File: config.mk
export PLATFORM = sky130hd
export DESIGN_NAME = pll_lock_rst_seq
export DESIGN_NICKNAME = d
export VERILOG_FILES = /design/src/rtl/pll_lock_rst_seq_pkg.sv /design/src/rtl/pll_lock_rst_seq_sync_2ff.sv /design/src/rtl/pll_lock_rst_seq.sv
export SDC_FILE = /design/constraint.sdc
export NUM_CORES = 1
export LEC_CHECK = 0
export CAP_MARGIN = 20
export CORE_MARGIN = 1
export CORE_UTILIZATION = 60
export CTS_CLUSTER_SIZE = 24
export DETAILED_ROUTE_END_ITERATION = 10
export GPL_TIMING_DRIVEN = 0
export HOLD_SLACK_MARGIN = 0.03
export PLACE_DENSITY = 0.79
export SYNTH_ARGS = -nofsm -noshare
export SYNTH_HDL_FRONTEND = slang
export SYNTH_SLANG_ARGS = --single-unit
File: constraint.sdc
create_clock -name refclk -period 5.65 [get_ports refclk]
set_input_delay 1.4125 -clock refclk [delete_from_list [all_inputs] [get_ports refclk]]
set_output_delay 1.4125 -clock refclk [all_outputs]
set_load 0.02 [all_outputs]
File: src/rtl/pll_lock_rst_seq_pkg.sv
// pll_lock_rst_seq_pkg
//   Shared definitions for the PLL lock / reset sequencer.
//   - state_e : FSM state codes (also exported on the state_o debug port)
//   - clog2_f : ceil(log2(v)) helper used to size the timers
package pll_lock_rst_seq_pkg;

  typedef enum logic [2:0] {
    ST_PLL_RST   = 3'd0,
    ST_WAIT_LOCK = 3'd1,
    ST_FILTER    = 3'd2,
    ST_RELEASE   = 3'd3,
    ST_RUN       = 3'd4
  } state_e;

  // ceil(log2(v)); returns 0 for v <= 1
  function automatic int clog2_f(input int v);
    int r;
    r = 0;
    for (int i = 0; i < 31; i++) begin
      if ((1 << i) < v) r = i + 1;
    end
    return r;
  endfunction

endpackage

File: src/rtl/pll_lock_rst_seq_sync_2ff.sv
// pll_lock_rst_seq_sync_2ff
//   Two-flop synchroniser, reset value 0.
//   clk_i : destination clock
//   rst_i : asynchronous active-high reset
//   d_i   : asynchronous input bits
//   q_o   : synchronised output (2 cycles latency)
module pll_lock_rst_seq_sync_2ff #(
  parameter int WIDTH = 1
) (
  input  logic             clk_i,
  input  logic             rst_i,
  input  logic [WIDTH-1:0] d_i,
  output logic [WIDTH-1:0] q_o
);

  logic [WIDTH-1:0] meta_q;
  logic [WIDTH-1:0] sync_q;

  always_ff @(posedge clk_i or posedge rst_i) begin
    if (rst_i) begin
      meta_q <= '0;
      sync_q <= '0;
    end else begin
      meta_q <= d_i;
      sync_q <= meta_q;
    end
  end

  assign q_o = sync_q;

endmodule

File: src/rtl/pll_lock_rst_seq.sv
// pll_lock_rst_seq
//   Reset manager beside the system PLL, clocked by the free-running PLL
//   reference clock. Pulses the PLL reset, filters the synchronised lock
//   flag, then releases N_RST downstream reset channels in order (bit 0
//   first) with RELEASE_GAP cycles between releases. Retries the PLL when
//   lock does not arrive within LOCK_TIMEOUT cycles and re-asserts every
//   channel when lock is lost for LOSS_FILT consecutive cycles.
//
//   Ports
//     refclk        : PLL reference clock (only clock)
//     reset         : asynchronous active-high reset
//     extlock       : PLL lock flag, asynchronous to refclk
//     pll_reset     : active-high reset to the PLL
//     rst_out       : active-high per-channel resets
//     all_ready     : all channels released and FSM in RUN
//     state_o       : current FSM state (debug)
//     lock_loss_cnt : saturating count of declared lock losses
//                     (present only when PLL_LOCK_LOSS_CNT_EN is defined)
//
//   State table
//     state        | meaning
//     PLL_RST   0  | PLL held in reset for PLL_RST_CYC cycles
//     WAIT_LOCK 1  | waiting for lock_s, retry after LOCK_TIMEOUT cycles
//     FILTER    2  | lock_s must stay high LOCK_FILT cycles
//     RELEASE   3  | channels released one per RELEASE_GAP cycles
//     RUN       4  | all channels released, watching for lock loss
module pll_lock_rst_seq
  import pll_lock_rst_seq_pkg::*;
#(
  parameter int N_RST        = 4,
  parameter int PLL_RST_CYC  = 16,
  parameter int LOCK_TIMEOUT = 65536,
  parameter int LOCK_FILT    = 1024,
  parameter int RELEASE_GAP  = 16,
  parameter int LOSS_FILT    = 4,
  parameter int CNT_W        = 8
) (
  input  logic             refclk,
  input  logic             reset,
  input  logic             extlock,
  output logic             pll_reset,
  output logic [N_RST-1:0] rst_out,
  output logic             all_ready,
  output logic [2:0]       state_o
`ifdef PLL_LOCK_LOSS_CNT_EN
  ,output logic [CNT_W-1:0] lock_loss_cnt
`endif
);

  if (N_RST < 1 || N_RST > 16 || PLL_RST_CYC < 1 || LOCK_TIMEOUT < 2 ||
      LOCK_FILT < 1 || RELEASE_GAP < 1 || LOSS_FILT < 1 || CNT_W < 1) begin : g_param_chk
    $error("pll_lock_rst_seq: parameter out of range");
  end

  // PLL_RST and WAIT_LOCK are never active together, so they share one timer
  localparam int TMR_MAX = (PLL_RST_CYC > LOCK_TIMEOUT) ? PLL_RST_CYC : LOCK_TIMEOUT;
  localparam int TMR_W   = clog2_f(TMR_MAX) + 1;
  localparam int FILT_W  = clog2_f(LOCK_FILT) + 1;
  localparam int GAP_W   = clog2_f(RELEASE_GAP) + 1;
  localparam int LOSS_W  = clog2_f(LOSS_FILT) + 1;
  localparam int IDX_W   = clog2_f(N_RST) + 1;

  state_e             state_q;
  logic [TMR_W-1:0]   tmr_q;
  logic [FILT_W-1:0]  filt_q;
  logic [GAP_W-1:0]   gap_q;
  logic [LOSS_W-1:0]  loss_q;
  logic [IDX_W-1:0]   idx_q;
  logic               pll_reset_q;
  logic [N_RST-1:0]   rst_q;
  logic               all_ready_q;
  logic               lock_s;
  logic               loss_decl;

  pll_lock_rst_seq_sync_2ff #(.WIDTH(1)) u_lock_sync (
    .clk_i (refclk),
    .rst_i (reset),
    .d_i   (extlock),
    .q_o   (lock_s)
  );

  // Loss is declared the cycle after the low-lock count reaches LOSS_FILT
  assign loss_decl = ((state_q == ST_RELEASE) || (state_q == ST_RUN)) &&
                     (loss_q == LOSS_W'(LOSS_FILT));

  always_ff @(posedge refclk or posedge reset) begin
    if (reset) begin
      state_q     <= ST_PLL_RST;
      tmr_q       <= '0;
      filt_q      <= '0;
      gap_q       <= '0;
      loss_q      <= '0;
      idx_q       <= '0;
      pll_reset_q <= 1'b1;
      rst_q       <= '1;
      all_ready_q <= 1'b0;
    end else if (loss_decl) begin
      // takes priority over any channel release due in the same cycle
      state_q     <= ST_PLL_RST;
      tmr_q       <= '0;
      filt_q      <= '0;
      gap_q       <= '0;
      loss_q      <= '0;
      idx_q       <= '0;
      pll_reset_q <= 1'b1;
      rst_q       <= '1;
      all_ready_q <= 1'b0;
    end else begin
      case (state_q)
        ST_PLL_RST: begin
          if (tmr_q == TMR_W'(PLL_RST_CYC - 1)) begin
            state_q     <= ST_WAIT_LOCK;
            tmr_q       <= '0;
            pll_reset_q <= 1'b0;
          end else begin
            tmr_q <= tmr_q + 1'b1;
          end
        end

        ST_WAIT_LOCK: begin
          if (lock_s) begin
            // the cycle that sees lock counts as the first filter cycle
            tmr_q <= '0;
            if (LOCK_FILT == 1) begin
              state_q <= ST_RELEASE;
              gap_q   <= '0;
              idx_q   <= '0;
              loss_q  <= '0;
            end else begin
              state_q <= ST_FILTER;
              filt_q  <= FILT_W'(1);
            end
          end else if (tmr_q == TMR_W'(LOCK_TIMEOUT - 1)) begin
            state_q     <= ST_PLL_RST;
            tmr_q       <= '0;
            pll_reset_q <= 1'b1;
          end else begin
            tmr_q <= tmr_q + 1'b1;
          end
        end

        ST_FILTER: begin
          if (!lock_s) begin
            state_q <= ST_WAIT_LOCK;
            tmr_q   <= '0;
            filt_q  <= '0;
          end else if (filt_q == FILT_W'(LOCK_FILT - 1)) begin
            state_q <= ST_RELEASE;
            filt_q  <= '0;
            gap_q   <= '0;
            idx_q   <= '0;
            loss_q  <= '0;
          end else begin
            filt_q <= filt_q + 1'b1;
          end
        end

        ST_RELEASE: begin
          loss_q <= lock_s ? '0 : loss_q + 1'b1;
          if (gap_q == GAP_W'(RELEASE_GAP - 1)) begin
            gap_q <= '0;
            idx_q <= idx_q + 1'b1;
            for (int k = 0; k < N_RST; k++) begin
              if (idx_q == IDX_W'(k)) rst_q[k] <= 1'b0;
            end
            if (idx_q == IDX_W'(N_RST - 1)) state_q <= ST_RUN;
          end else begin
            gap_q <= gap_q + 1'b1;
          end
        end

        ST_RUN: begin
          loss_q      <= lock_s ? '0 : loss_q + 1'b1;
          all_ready_q <= 1'b1;
        end

        default: begin
          state_q     <= ST_PLL_RST;
          tmr_q       <= '0;
          filt_q      <= '0;
          gap_q       <= '0;
          loss_q      <= '0;
          idx_q       <= '0;
          pll_reset_q <= 1'b1;
          rst_q       <= '1;
          all_ready_q <= 1'b0;
        end
      endcase
    end
  end

`ifdef PLL_LOCK_LOSS_CNT_EN
  logic [CNT_W-1:0] loss_cnt_q;

  // timeout retries never pass through loss_decl, so they are not counted
  always_ff @(posedge refclk or posedge reset) begin
    if (reset) begin
      loss_cnt_q <= '0;
    end else if (loss_decl && (loss_cnt_q != '1)) begin
      loss_cnt_q <= loss_cnt_q + 1'b1;
    end
  end

  assign lock_loss_cnt = loss_cnt_q;
`endif

  assign pll_reset = pll_reset_q;
  assign rst_out   = rst_q;
  assign all_ready = all_ready_q;
  assign state_o   = state_q;

endmodule

==> results of run 1 <==
worst max-delay path: stages (launching register included):
cell and delay, ns:
dfrtp_1 0.43, ha_1 0.22, nand3_1 0.25, nor3_1 0.49, nand3_1 0.18, inv_1 0.09
ha_1 0.16, inv_1 0.07, and2_2 0.19, a2bb2oi_2 0.16, buf_2 0.20, buf_6 0.17
a22oi_1 0.15, o21ai_1 0.09
logic make-up after synthesis:
kind of cell	synth area share, %
multiplexers	0.7414
flip-flops	43.83
adder cells (fa/ha/maj)	5.233
XOR/XNOR	1.526
AND/OR/NAND/NOR	20.85
AO/OA/AOI/OAI	22.33
buffers and inverters	5.495
worst paths after layout:
check / startpoint / end / slack [ns] / depth (start not counted)
setup / recovery: tmr_q[0] / tmr_q[8] / 2.70 / 13
hold / removal: u_lock_sync.meta_q / u_lock_sync.q_o / 0.35 / 0
setup reg to reg: tmr_q[0] / tmr_q[8] / 2.70 / 13
hold reg to reg: u_lock_sync.meta_q / u_lock_sync.q_o / 0.35 / 0
max in group asynchronous: reset / rst_out[1] / 3.67 / 3
min in group asynchronous: reset / filt_q[8] / 1.40 / 2
layer usage:
metal	share of wire, %	vias to the layer above	global-route usage (%)
met5	0	-	0
met4	1.5	0	9.556
met3	4.5	9	5.271
met2	47	66	41.06
met1	47	1129	36.28
li1	-	1163	-
state kept, by name, indices dropped and copies added, names as in the netlist:
register,cells
tmr_q,17
filt_q,11
gap_q,5
rst_out,4
idx_q,3
loss_q,3
state_o,3
all_ready,1
pll_reset,1
u_lock_sync.meta_q,1
u_lock_sync.q_o,1
final cells by class:
class                   count  area, um^2  area share (%)
repair buffers             12       130.1           4.119
flip-flops and latches     50        1257           39.80
multi-input cells         229        1454           46.02
clock buffers               6       82.58           2.614
plain buffers              11       90.09           2.851
well taps                  52       65.06           2.059
inverters                  18       67.56           2.139
clock inverters             2       12.51          0.3960
metrics by stage:
| stage | total power (uW) | cells | hold slack, ns | util [%] |
|---|---|---|---|---|
| 2_1_floorplan | 865.8 | 308 | 0.3312 | - |
| 3_3_place_gp | 989.2 | 371 | 0.3360 | 68.04 |
| 3_5_place_dp | 1009 | 372 | 0.3355 | 68.48 |
| 4_1_cts | 1228 | 380 | 0.3548 | 70.61 |
| 5_1_grt | 1317 | 380 | 0.3666 | 70.61 |
| 6_report | 1230 | 380 | 0.3538 | 70.61 |
cell usage in the layout, fill, tap and decap left out, drive strengths merged, types with 5 or more instances in the layout:
master	Yosys	layout
a22o	9	9
buf	5	6
nand2	31	31
clkdlybuf4s50	0	11
nor2	24	24
and3	5	5
a31oi	13	13
inv	18	18
dfstp	5	5
o21ai	28	28
dfrtp	45	45
a21oi	21	21
nor3	5	5
ha	12	12
nand3	17	17
clkbuf	6	12
nand4	6	6
power by group:
part           total, uW  internal, uW  switching [uW]
Combinational        535           216             319
Clock                221          98.6             122
Sequential           473           419            54.7
==> reports/metrics.cfg, run 1 <==
[timing]
min_period_over_period_pct = 52.18
setup_viol = 0
maxSlewViolCount = 0
fmax_mhz = 339.2
finalHoldViolations = 0
setup_ws_ns = 2.702
slew_headroom_pct = 36.57
rsz0062_at_grt = no
skew_ns = 0.01253
worst_slew_pin_slew_ns = 0.9392
setup_tns_ns = 0
fin_crit_ns = 2.948

[drt]
dr.pass1.iters = 7
vias = 2367
vias_per_cell = 6.229
drt_iter0_drc = 252
routed_wl_mm = 5.914
final_antenna_net_count = 0
drc = 2
wl_per_cell_um = 15.56

[floorplan]
die_h_um = 71.15
dieArea_um2 = 5062
fp-row-count = 24
die_w_um = 71.15
core_um2 = 4474
start_util_pct = 64.12
num_io_pins = 12

[clocking]
path_clk_slew_ns = 0.09
clockRootBuffer = clkbuf_8
clk_path_buf_depth = 2
cts_setup_buffers = 0
cts_num_sinks = 50
cts_hold_buffers = 0
numCtsBuffers = 5
insertion_delay_ns = 0.31
post_cts_resized = 0
htreeDepth = 2
cts_tree = done

[grt]
grt_first_pass_wirelength_mm = 10.39
grt_max_degree = 33
first_global_vias = 2293
grt-ovfl-total = 0
grt_antenna_before_repair = 0
grt_use_total_pct = 26.20

[logic_synthesis]
synth.most_common_cell = dfrtp_1
yosysUniqueCellTypes = 57
synth_ff_type = dfrtp_1
synth-warning-count = 0
yosys.area.top_type = dfrtp_1
ys_seq_elements = 50
ys_seq_area_share_pct = 43.83
yosysTopAreaCellShare_pct = 39.25
syn_nets = 323
synth-async-reset-ratio_pct = 100.0
avgSynthCellArea_um2 = 9.315
synth_cells = 308
synth_edf_count = 0
synth_area_um2 = 2869
yosys-top-cells-count = dfrtp_1, nand2_1, o21ai_0, nor2_1, a21oi_1
synth.area.top_cells = dfrtp_1, ha_1, dfstp_2

[worst_hold_path]
hold_class = reg2reg

[worst_setup_path]
path_max_fanout = 10
crit_type = reg2reg
endpoint_kind = register
worstPathRequired_ns = 5.85
worstPathArrival_ns = 3.15
start_kind = register

[cells_and_area]
syn2layout_area_growth_pct = 10.12
finalInstanceArea_um2 = 3159
drive_gt1_share_pct = 12.50
fillerInstances = 340
finalNetCount = 342
diodes = 0

[placed_design]
dpl.hpwl_mm = 4.245
dpl_cell_area_um2 = 3064
dp_slack_ns = 2.720
portBuffers = 11
routabilityCongestion = 0.8665

[pwr]
leakage_uw = 0.001392
vdd_drop_max_mv = 0.2344
power.density_nw_per_um2 = 389.2

[job]
drv_cap = 0

[status]
violations = design-rule violations
status = finished, violations left

No activity file was read; power rests on OpenSTA's default activity.
==> inputs of run 2 (changes only) <==
- CORE_UTILIZATION: 60 -> 55
- PLACE_DENSITY: 0.79 -> 0.76
- clock period: 5.65 -> 2.7 ns (I/O delays scaled with it)
==> reports/metrics.cfg, run 2 (synthesized netlist as in run 1, its figures left out) <==
[worst_setup_path]
worstPathArrival_ns = 2.70  ; -0.45 ns
worstPathRequired_ns = 2.89  ; -2.96 ns
path_max_fanout = 10  ; unchanged
endpoint_kind = register
reg2reg_from = tmr_q[1]
crit_type = reg2reg
start_kind = register
cp-startpoint = tmr_q[1]

[cells_and_area]
largest_register = tmr_q
largest_reg_flops = 17  ; unchanged
reg.largest.list = tmr_q: 17 flops, filt_q: 11 flops, gap_q: 5 flops
finalInstanceArea_um2 = 3198  ; +1.2%
drive_gt1_share_pct = 13.37  ; +0.87 points
finalNetCount = 343  ; +0.29%
diodes = 0  ; unchanged
ff_latch_area_um2 = 1259  ; about the same
syn2layout_area_growth_pct = 11.47
final_cell_mix = dfrtp_1, nand2_1, o21ai_0
multi_input_area_um2 = 1478  ; +1.6%
fillerInstances = 426  ; +25%
layout_commonest_cell = dfrtp_1

[worst_hold_path]
hold_class = reg2reg
worstHoldStart = u_lock_sync.meta_q

[drt]
met1_length_mm = 2.848  ; +2.5%
vias = 2377  ; +0.42%
drt_iter0_drc = 210  ; -17%
final_antenna_net_count = 0  ; unchanged
drc = 0  ; -2
vias_per_cell = 6.003  ; -3.6%
route.met3.wl_um = 203  ; -24%
routed_wl_mm = 5.964  ; +0.85%
routed-wl-met2_mm = 2.819  ; +1.5%
dr.pass1.iters = 4  ; -3
wl_per_cell_um = 15.06  ; -3.2%
dr.max_layer_used = met4

[clocking]
numCtsBuffers = 5  ; unchanged
path_clk_slew_ns = 0.09  ; about the same
insertion_delay_ns = 0.31  ; about the same
clockRootBuffer = clkbuf_8
cts_tree = done
htreeDepth = 2  ; unchanged
clk_path_buf_depth = 2  ; unchanged
cts_num_sinks = 50  ; unchanged

[floorplan]
die_w_um = 74.23  ; +4.3%
core_um2 = 4880  ; +9.1%
num_io_pins = 12  ; unchanged
fp-row-count = 25  ; +4.2%
dieArea_um2 = 5509  ; +8.8%
die_h_um = 74.23  ; +4.3%
start_util_pct = 58.79  ; -5.3 points

[pwr]
power.density_nw_per_um2 = 795.5  ; +100%
leakage_uw = 0.001411  ; +1.4%
vdd_drop_max_mv = 0.5964  ; +150%

[grt]
grt_max_degree = 27  ; -18%
grt_use_total_pct = 23.91  ; -2.3 points
grt_antenna_before_repair = 0  ; unchanged
first_global_vias = 2227  ; -2.9%
grt-ovfl-total = 0  ; unchanged
grt_first_pass_wirelength_mm = 10.05  ; -3.3%

[timing]
holdWs_ns = 0.3603  ; +0.006571 ns
finalHoldViolations = 0  ; unchanged
fmax_mhz = 399.4  ; +18%
slew_headroom_pct = 35.06  ; -1.5 points
setup_ws_ns = 0.1962  ; -2.506 ns
skew_ns = 0.007053  ; -0.005473 ns
worst_slew_pin_slew_ns = 0.9741  ; +0.03483 ns
fin_crit_ns = 2.504  ; -0.4443 ns
min_period_over_period_pct = 92.73  ; +41 points
rsz0062_at_grt = no
maxSlewViolCount = 0  ; unchanged
setup_viol = 0  ; unchanged

[job]
drv_cap = 0  ; unchanged

[placed_design]
dpl.hpwl_mm = 4.228  ; -0.40%
portBuffers = 11  ; unchanged
dp_slack_ns = -0.2618  ; -2.982 ns
dpl_cell_area_um2 = 3083  ; +0.61%
routabilityCongestion = 0.8732  ; +0.77%

[status]
status = finished clean

-- run 2: metrics by stage --
| step | std cells | power, uW | setup TNS [ns] | util, % |
|---|---|---|---|---|
| 2_1_floorplan | 308 | 1812 | 0 | - |
| 3_3_place_gp | 386 | 2074 | -9.061 | 62.77 |
| 3_5_place_dp | 387 | 2115 | -2.413 | 63.18 |
| 4_1_cts | 395 | 2544 | 0 | 65.21 |
| 5_1_grt | 396 | 2722 | 0 | 65.54 |
| 6_report | 396 | 2544 | 0 | 65.54 |
-- run 2: cell type report --
class / count / share of cell area [%]
Multi-Input combinational cell: 229 / 46.21
Sequential cell: 50 / 39.36
Timing Repair Buffer: 13 / 4.304
Buffer: 11 / 2.817
Tap cell: 67 / 2.621
Clock buffer: 6 / 2.269
Inverter: 18 / 2.113
Clock inverter: 2 / 0.3130
-- run 2: critical path, cell delays in order (launching register included) --
cell and delay [ns]:
dfrtp_1 0.42, ha_1 0.25, nand3_4 0.14, nor3_4 0.20
nand3_1 0.14, inv_1 0.08, ha_1 0.15, inv_1 0.06
and2_2 0.18, a2bb2oi_2 0.16, buf_2 0.20, buf_6 0.17
a22oi_1 0.15, o21ai_1 0.08
-- run 2: report_power, final --
group | total, uW | internal, uW | switching, uW
combinational | 1120 | 454 | 668
sequential | 997 | 878 | 120
clock | 424 | 180 | 244
total | 2540 | 1510 | 1030
-- run 2: per-layer routing --
layer / up-vias / track usage, %
met1: 1153 / 31.00
met4: 0 / 6.709
met3: 10 / 4.336
met2: 49 / 41.21
met5: - / 0
li1: 1165 / -
-- run 2: final timing paths --
check | depth (start not counted) | end | slack [ns]
max | 13 | tmr_q[8] | 0.20
min | 0 | u_lock_sync.q_o | 0.36
max reg2reg | 13 | tmr_q[8] | 0.20
min reg2reg | 0 | u_lock_sync.q_o | 0.36
max in group asynchronous | 3 | rst_out[3] | 1.37
min in group asynchronous | 2 | tmr_q[4] | 0.73
-- run 2: what timing repair did --
| item | 4_1_cts | 5_1_grt |
|---|---|---|
| pin swaps | 0 | 1 |
| hold buffers | 0 | 0 |
| buffers inserted | 0 | 1 |
| endpoints found under the setup margin | 16 | 12 |
| resized for setup | 3 | 2 |
==> inputs of run 3 (changes only) <==
- ABC_AREA: default -> 1
- CORE_ASPECT_RATIO: default -> 0.75
==> reports/metrics.cfg, run 3 <==
[worst_setup_path]
crit_type = reg2reg
r2r_slack_ns = 0.33  ; +0.13 ns
r2r_cells = 13  ; unchanged
crit_end = state_o[1]
path_max_fanout = 7  ; -3
worstPathRequired_ns = 2.91  ; +0.02 ns
worstPathArrival_ns = 2.58  ; -0.12 ns
start_kind = register
cp-startpoint = tmr_q[1]
reg2reg_from = tmr_q[1]
endpoint_kind = register
worstReg2RegEnd = state_o[1]

[logic_synthesis]
yosysTopAreaCellShare_pct = 34.56  ; -4.7 points
yosys-top-cells-count = nand2_1, inv_1, nor2_1, dfrtp_1, nand3_1
avgSynthCellArea_um2 = 7.305  ; -22%
ys_seq_elements = 50  ; unchanged
synth_area_um2 = 3258  ; +14%
synth.area.top_cells = dfrtp_1, nand2_1, inv_1
synth_ff_type = dfrtp_1
synth_cells = 446  ; +45%
yosys.area.top_type = dfrtp_1
synth-warning-count = 0  ; unchanged
synth-async-reset-ratio_pct = 100.0  ; unchanged
synth_edf_count = 0  ; unchanged
syn_nets = 461  ; +43%
yosysUniqueCellTypes = 34  ; -40%
synth.most_common_cell = nand2_1
ys_seq_area_share_pct = 38.59  ; -5.2 points

[clocking]
cts_hold_buffers = 0  ; unchanged
cts_num_sinks = 50  ; unchanged
clockRootBuffer = clkbuf_8
clk_path_buf_depth = 2  ; unchanged
cts_tree = done
path_clk_slew_ns = 0.09  ; about the same
cts_setup_buffers = 0  ; unchanged
numCtsBuffers = 5  ; unchanged
htreeDepth = 2  ; unchanged
insertion_delay_ns = 0.31  ; about the same

[timing]
setup_tns_ns = 0  ; unchanged
skew_ns = 0.004827  ; -0.002226 ns
fin_crit_ns = 2.372  ; -0.1317 ns
setup_viol = 0  ; unchanged
worst_slew_pin_slew_ns = 0.4842  ; -0.4898 ns
slew_headroom_pct = 67.47  ; +32 points
rsz0062_at_grt = no
maxSlewViolCount = 0  ; unchanged
min_period_over_period_pct = 87.86  ; -4.9 points
fmax_mhz = 421.6  ; +5.6%
finalHoldViolations = 0  ; unchanged

[job]
drv_cap = 0  ; unchanged

[worst_hold_path]
hold_class = reg2reg

[cells_and_area]
syn2layout_area_growth_pct = 10.21
layout_commonest_cell = nand2_1
diodes = 0  ; unchanged
finalInstanceArea_um2 = 3591  ; +12%
reg.largest.list = tmr_q: 17 flops, filt_q: 11 flops, gap_q: 5 flops
largest_reg_flops = 17  ; unchanged
final_cells = 541  ; +37%
final_cell_mix = nand2_1, inv_1, nor2_1
finalNetCount = 480  ; +40%
drive_gt1_share_pct = 12.23  ; -1.1 points
largest_register = tmr_q

[floorplan]
core_um2 = 5525  ; +13%
dieArea_um2 = 6239  ; +13%
die_h_um = 68.66  ; -7.5%
die_w_um = 90.88  ; +22%
start_util_pct = 58.97  ; +0.17 points
num_io_pins = 12  ; unchanged
fp-row-count = 23  ; -8.0%

[grt]
grt_first_pass_wirelength_mm = 12.33  ; +23%
first_global_vias = 2566  ; +15%
grt-ovfl-total = 0  ; unchanged
grt_use_total_pct = 25.60  ; +1.7 points
grt_antenna_before_repair = 0  ; unchanged
grt_max_degree = 34  ; +26%

[pwr]
leakage_uw = 0.001791  ; +27%
power.density_nw_per_um2 = 839.4  ; +5.5%
vdd_drop_max_mv = 0.5597  ; -6.2%

[drt]
dr.pass1.iters = 5  ; +1
wl_per_cell_um = 13.61  ; -9.7%
routed_wl_mm = 7.361  ; +23%
final_antenna_net_count = 0  ; unchanged
vias = 2914  ; +23%
drt_iter0_drc = 225  ; +7.1%
vias_per_cell = 5.386  ; -10%
drc = 0  ; unchanged

[placed_design]
dpl_cell_area_um2 = 3482  ; +13%
dp_cells = 533  ; +38%
routabilityCongestion = 0.9173  ; +5.1%
dpl.hpwl_mm = 5.550  ; +31%
portBuffers = 11  ; unchanged

[status]
status = finished clean

==> run 3: power breakdown <==
| part | switching (uW) | internal, uW | total, uW |
|---|---|---|---|
| logic | 961 | 480 | 1440 |
| registers | 125 | 916 | 1040 |
| clock network | 255 | 278 | 533 |
| total | 1340 | 1670 | 3010 |
==> run 3: worst max-delay path, cell delays in order (launching register included) <==
cell	delay [ns]
dfrtp_1	0.40
ha_1	0.21
nand3_1	0.22
nor2_2	0.19
nand2_1	0.07
nor2_1	0.19
ha_1	0.18
inv_1	0.12
nand4_1	0.20
nand2_1	0.09
nor2_2	0.18
nand3_1	0.11
nand2_1	0.07
nand2_1	0.04
==> run 3: logic make-up after synthesis <==
group                      share of synthesized area [%]
AOI/OAI and AO/OA                                  4.340
and+or+nand+nor                                    42.20
DFF                                                38.59
adders and majority gates                          4.608
buffers and inverters                              8.103
xor gates and xnor gates                           2.151
==> run 3: worst min path at each step <==
| stage | startpoint | depth (start not counted) | slack, ns | to |
|---|---|---|---|---|
| after global routing | u_lock_sync.meta_q | 0 | 0.37 | u_lock_sync.q_o |
| final | u_lock_sync.meta_q | 0 | 0.36 | u_lock_sync.q_o |
| after CTS | u_lock_sync.meta_q | 0 | 0.36 | u_lock_sync.q_o |
| after detailed placement | u_lock_sync.meta_q | 0 | 0.34 | u_lock_sync.q_o |
| after global placement | u_lock_sync.meta_q | 0 | 0.33 | u_lock_sync.q_o |
| after floorplan | u_lock_sync.meta_q | 0 | 0.33 | u_lock_sync.q_o |
==> run 3: metrics by stage <==
step	setup slack [ns]	power, uW	hold slack (ns)	util (%)
final	0.3279	3014	0.3646	64.99
after global routing	0.03689	3233	0.3711	64.99
after CTS	0.3458	3021	0.3628	64.95
after detailed placement	0.3693	2481	0.3416	63.02
after global placement	-0.2069	2432	0.3314	62.66
after floorplan	0.7414	2075	0.3312	-
==> run 3: timing repair <==
item                                    4_1_cts  5_1_grt
endpoints found under the setup margin        0        1
gates resized for setup                       0        1
endpoints found under the hold margin         0        0
==> run 3: cell type report <==
class,count,area [um^2]
Clock inverter,1,30.03
Clock buffer,7,76.32
Timing Repair Buffer,12,130.1
Fill cell,488,1934
Multi-Input combinational cell,332,1739
Buffer,4,33.78
Sequential cell,50,1257
Tap cell,75,93.84
Inverter,60,230.2
==> run 3: per-layer routing <==
layer  routed length [um]  GRT usage (%)  up-vias
met3                  543          5.482        7
met4                   79          6.746        0
met1                 3691          37.35     1351
met5                    0              0        -
met2                 3046          38.73       96
li1                     -              -     1460
